### config.mk
export PLATFORM = sky130hd
export DESIGN_NAME = branch_unit
export DESIGN_NICKNAME = d
export VERILOG_FILES = /design/src/rtl/branch_unit.sv
export SDC_FILE = /design/constraint.sdc
export NUM_CORES = 1
export LEC_CHECK = 0
export CAP_MARGIN = 20
export CORE_MARGIN = 2
export CORE_UTILIZATION = 39
export DETAILED_ROUTE_END_ITERATION = 16
export GPL_ROUTABILITY_DRIVEN = 0
export GPL_TIMING_DRIVEN = 0
export MAX_ROUTING_LAYER = met4
export PLACE_DENSITY_LB_ADDON = 0.1
export RECOVER_POWER = 50
export SLEW_MARGIN = 0
export SYNTH_ARGS = -nofsm -noshare
export SYNTH_HDL_FRONTEND = slang
export SYNTH_SLANG_ARGS = --single-unit
### constraint.sdc
create_clock -name clk -period 3.4 [get_ports clk]
set_input_delay 0.68 -clock clk [delete_from_list [all_inputs] [get_ports clk]]
set_output_delay 0.68 -clock clk [all_outputs]
set_load 0.005 [all_outputs]
### src/rtl/branch_unit.sv
// rtl/branch_unit.sv - branch condition resolve, 2-bit BHT predictor, registered redirect and statistics
// Resolves execute-stage branches, predicts fetch-stage branches and counts resolves/mispredicts.
module branch_unit #(
  parameter int         DATA_W    = 16,
  parameter int         ADDR_W    = 16,
  parameter int         BHT_DEPTH = 16,
  parameter logic [1:0] CTR_INIT  = 2'b01,
  parameter int         CNT_W     = 16
) (
  input  logic              clk,
  input  logic              rst,
  input  logic [ADDR_W-1:0] if_pc,
  input  logic              if_is_branch,
  output logic              pred_taken,
  input  logic              ex_valid,
  input  logic [2:0]        ex_cond,
  input  logic              ex_unsigned,
  input  logic [ADDR_W-1:0] ex_pc,
  input  logic              ex_pred_taken,
  input  logic [DATA_W-1:0] rf_0,
  input  logic [DATA_W-1:0] rf_1,
  output logic              taken,
  output logic              redirect,
  output logic              redirect_taken,
  input  logic              stat_clr,
  output logic [CNT_W-1:0]  br_cnt,
  output logic [CNT_W-1:0]  mispred_cnt
);

  localparam int IDX_W = $clog2(BHT_DEPTH);

  localparam logic [2:0] C_BZ   = 3'd0;
  localparam logic [2:0] C_BNZ  = 3'd1;
  localparam logic [2:0] C_BEQ  = 3'd2;
  localparam logic [2:0] C_BNEQ = 3'd3;
  localparam logic [2:0] C_BGT  = 3'd4;
  localparam logic [2:0] C_BLT  = 3'd5;
  localparam logic [2:0] C_BGE  = 3'd6;
  localparam logic [2:0] C_JMP  = 3'd7;

  logic [1:0]       bht_q [BHT_DEPTH];
  logic [1:0]       ctr_d;
  logic             redirect_q, redirect_taken_q;
  logic [CNT_W-1:0] br_cnt_q, br_cnt_d;
  logic [CNT_W-1:0] mispred_cnt_q, mispred_cnt_d;

  logic [IDX_W-1:0] if_idx, ex_idx;
  logic             eq, lt, cond_met, mispredict, train;
  logic             unused_pc_bits;

  assign if_idx = if_pc[IDX_W-1:0];
  assign ex_idx = ex_pc[IDX_W-1:0];
  // Upper PC bits are deliberately dropped: aliasing PCs share a counter.
  assign unused_pc_bits = ^{if_pc[ADDR_W-1:IDX_W], ex_pc[ADDR_W-1:IDX_W]};

  assign eq = (rf_0 == rf_1);
  assign lt = ex_unsigned ? (rf_0 < rf_1) : ($signed(rf_0) < $signed(rf_1));

  always_comb begin
    cond_met = 1'b0;
    case (ex_cond)
      C_BZ:   cond_met = (rf_0 == '0);
      C_BNZ:  cond_met = (rf_0 != '0);
      C_BEQ:  cond_met = eq;
      C_BNEQ: cond_met = !eq;
      C_BGT:  cond_met = !lt && !eq;
      C_BLT:  cond_met = lt;
      C_BGE:  cond_met = !lt;
      C_JMP:  cond_met = 1'b1;
    endcase
  end

  assign taken      = ex_valid & cond_met;
  assign mispredict = ex_valid & (taken ^ ex_pred_taken);
  assign train      = ex_valid & (ex_cond != C_JMP);
  assign pred_taken = if_is_branch & bht_q[if_idx][1];

  always_comb begin
    ctr_d = bht_q[ex_idx];
    if (taken) begin
      if (bht_q[ex_idx] != 2'b11) ctr_d = bht_q[ex_idx] + 2'b01;
    end else begin
      if (bht_q[ex_idx] != 2'b00) ctr_d = bht_q[ex_idx] - 2'b01;
    end
  end

  always_ff @(posedge clk) begin
    if (rst) begin
      for (int i = 0; i < BHT_DEPTH; i++) bht_q[i] <= CTR_INIT;
    end else if (train) begin
      bht_q[ex_idx] <= ctr_d;
    end
  end

  always_ff @(posedge clk) begin
    if (rst) begin
      redirect_q       <= 1'b0;
      redirect_taken_q <= 1'b0;
    end else begin
      redirect_q       <= mispredict;
      redirect_taken_q <= mispredict & taken;
    end
  end

  always_comb begin
    br_cnt_d      = br_cnt_q;
    mispred_cnt_d = mispred_cnt_q;
    if (stat_clr) begin
      br_cnt_d      = '0;
      mispred_cnt_d = '0;
    end else begin
      if (ex_valid && (br_cnt_q != '1))        br_cnt_d      = br_cnt_q + CNT_W'(1);
      if (mispredict && (mispred_cnt_q != '1)) mispred_cnt_d = mispred_cnt_q + CNT_W'(1);
    end
  end

  always_ff @(posedge clk) begin
    if (rst) begin
      br_cnt_q      <= '0;
      mispred_cnt_q <= '0;
    end else begin
      br_cnt_q      <= br_cnt_d;
      mispred_cnt_q <= mispred_cnt_d;
    end
  end

  assign redirect       = redirect_q;
  assign redirect_taken = redirect_taken_q;
  assign br_cnt         = br_cnt_q;
  assign mispred_cnt    = mispred_cnt_q;

endmodule

==> impl_results.md <==
- Hold Fails Final Rpt: 0
- Layout cells sized above 1: approximately 22%
- Worst EP required: between 3000 and 4000 ps
- Power per cell area: 349.1 nW/um2
- Routed Antenna Nets: 0
- Maximum clock rate: between 0.3 and 0.4 GHz
- Area contributors post-synth: edfxtp_1, dfxtp_1, mux4_2, ha_1, nor2_1
- Std cell rows: 36
- Synth top area share: between 20% and 30%
- Async S/R FF share, synth: 0%
- Port Buffers: 84
- Initial DRC count: approximately 130
- Tmin final: ~3300 ps
- Net Count, Synth: 500
- Startpoint Class: primary input
- Sequential power share: 44.7%
- Worst Setup End Kind: register
- DP Worst Slack: -784.0 ps
- Max-Cap Viols: 0
- Wirelength, routed: 10,490 um
- Final core utilization: between 50% and 60%
- Clk pwr share: a little under two fifths
- Io pins: 110
- Clock root buffer master: clkbuf_8
- Chip Height: approximately 100 um
- Warnings, synthesis: 0
- CTS tree: yes
- Total power: between 1500 and 2000 uW
- TritonRoute pass-1 iters: 4
- Layout Nets: 603
- Syn_area_per_cell: 9.583 um2
- Die extent in x: 104.1 um
- Critical path class: primary input to register
- Peak VDD IR: 223.7 uV
- Syn Inst Count: roughly 400
- Largest net degree at the start of global routing: 12
- Combinational share of power: 17.6%
- Worst slew margin: 18.17%
- Cell-internal power: roughly 1400 uW
- Clock skew: 9.432 ps
- Setup Viol. Count Final: 0
- HPWL Detailed: around 7300 um
- Placed Area: about 4900 um2
- P_leak: just over 0.002 uW
- Hold_buf cts: 0
- DRC violations left: 0
- Ant. Diodes: 0
- Post-synth top area cell: edfxtp_1
- Remaining global-route overflow: 0
- Most common cell after layout, fill and taps aside: nor2_1
- Htree depth: 3
- Initial Util: ~40%
- Worst Tran Pin Value: ~1200 ps
- Initial antenna violation count: 0
- NetSw: 486.6 uW
- GRT Util Overall: about a fifth
- CP arrival: approximately 3500 ps
- Vias in the first global route: between 3,000 and 4,000
- Hold Crit Depth: 2
- First-pass GRT wire length: between 15,000 and 20,000 um
- Period utilisation layout: 97.62%
- Vias per cell: roughly 5.3
- Clk sinks: 66
- Final setup margin: slightly above 80 ps
- Most frequent cells in the layout: nor2_1, dlygate4sd3_1, nand2_1, dfxtp_1, edfxtp_1
- Status: completed
- Post-synth EDFFs: 32
- Sequential element share of the synthesized area: 41.98%
- Flops & latches, synth: 66
- Core footprint: 9774 um2
- Most used DFF post-synth: dfxtp_1
- Area delta synth->final: 39.84%
- Fillers: 896
- Clock latency on the worst-skew pair: 330 ps
- Worst min path class: register to register
- Via count: 3,462
- Crit-path max FO: 6
- WL/cell: between 15 and 20 um
- Design Area, Final: between 5000 and 6000 um2
- Final Max Tran Viols: 0
- Worst-path clk slew: 80 ps
- Die ar.: approximately 11,000 um2
- Maximum clock path buffer count: 2
- Synth Cell Area: a little under 4000 um2
- Num CTS Buffers: 9
- Unique masters post-synth: between 40 and 50
- FF-to-FF path depth: 10
- Sw frac: between 20 and 30%
- Setup TNS: 0 ps
[path summary, 6_finish.rpt]
check                                     from              end  slack, ps
worst min-delay path            mispred_cnt[7]   mispred_cnt[7]        500
worst max-delay path                   rf_1[1]  mispred_cnt[11]         80
worst min register to register  mispred_cnt[7]   mispred_cnt[7]        500
worst max register to register       br_cnt[0]       br_cnt[15]        410
[final cells by class]
cell class                 count  area (um2)  share of cell area [%]
buffer                        17       92.59                   1.693
clock buffer                  11       131.4                   2.403
clock inverter                 5       78.83                   1.442
inverter                      25       93.84                   1.716
multi-input combinational    301        2404                   43.96
sequential                    66        1642                   30.02
tap                          133       166.4                   3.043
timing repair buffer          91       859.6                   15.72
[synthesized netlist by cell type, types with 3 or more instances]
master / number
mux4_2: 14
nand2b_1: 11
and2_1: 3
or2_2: 13
inv_1: 25
nor2_1: 46
mux2i_1: 4
edfxtp_1: 32
nor3_1: 20
or3_1: 8
ha_1: 18
o31ai_1: 9
nand4_1: 7
nor4_1: 5
xor2_1: 11
a21oi_1: 22
xnor2_1: 4
nand2_1: 36
o21ai_0: 3
clkbuf_1: 12
or4_1: 11
a21o_1: 4
nand3_1: 22
dfxtp_1: 34
nor2b_1: 3
o21ai_1: 6
[worst max-delay path: stages]
cell	delay, ps
clkdlybuf4s50_1	470
inv_2	50
ha_4	200
nor2b_1	120
o211a_1	210
o21ai_2	180
o2111ai_2	150
a31oi_2	180
o32a_4	190
buf_6	130
mux2_4	340
buf_6	140
buf_4	140
o31ai_4	250
a21oi_2	80
[cells by family after synthesis]
| logic type | count (synthesis) | share of synthesized area [%] |
|---|---|---|
| xor gates and xnor gates | 15 | 3.360 |
| and+or+nand+nor | 192 | 25.44 |
| buffers and inverters | 42 | 4.288 |
| muxes | 20 | 9.760 |
| DFF | 66 | 41.98 |
| AOI/OAI and AO/OA | 53 | 8.896 |
| adders and majority gates | 20 | 6.272 |
[routing by layer]
layer / track usage [%] / vias to the layer above / part of all wire, % / wire length, um
met5: - / - / 0 / 0
met4: 5.695 / 0 / 0.87 / 91
met3: 3.258 / 10 / 3.5 / 365
met2: 34.59 / 72 / 50 / 5299
met1: 25.25 / 1682 / 45 / 4739
li1: - / 1698 / - / -
[registers in the layout, indices dropped and copies added (netlist names)]
| signal | count |
|---|---|
| mispred_cnt | 16 |
| br_cnt | 16 |
| redirect | 1 |
| redirect_taken | 1 |
| bht_q | 32 |
[what timing repair did]
action                                  4_1_cts  5_1_grt
setup buffers                                 5        0
gates cloned                                  3        0
endpoints found under the setup margin       39       38
pin swaps                                    22        8
gates resized for setup                      79       40
[stage by stage]
| stage | hold slack, ps | cells |
|---|---|---|
| floorplan | 476.2 | 408 |
| global placement | 484.3 | 625 |
| detailed placement | 485.0 | 625 |
| CTS | 499.5 | 649 |
| global route | 547.4 | 649 |
| finish | 497.4 | 649 |
[power groups by stage]
| stage | logic [uW] | registers (uW) | clock network [uW] |
|---|---|---|---|
| 6_report | 335 | 852 | 721 |
| 3_3_place_gp | 270 | 870 | 0 |
| 3_5_place_dp | 276 | 871 | 0 |
| 4_1_cts | 329 | 852 | 734 |
| 5_1_grt | 366 | 854 | 774 |
| 2_1_floorplan | 155 | 868 | 0 |
No activity file was read; power rests on OpenSTA's default activity.
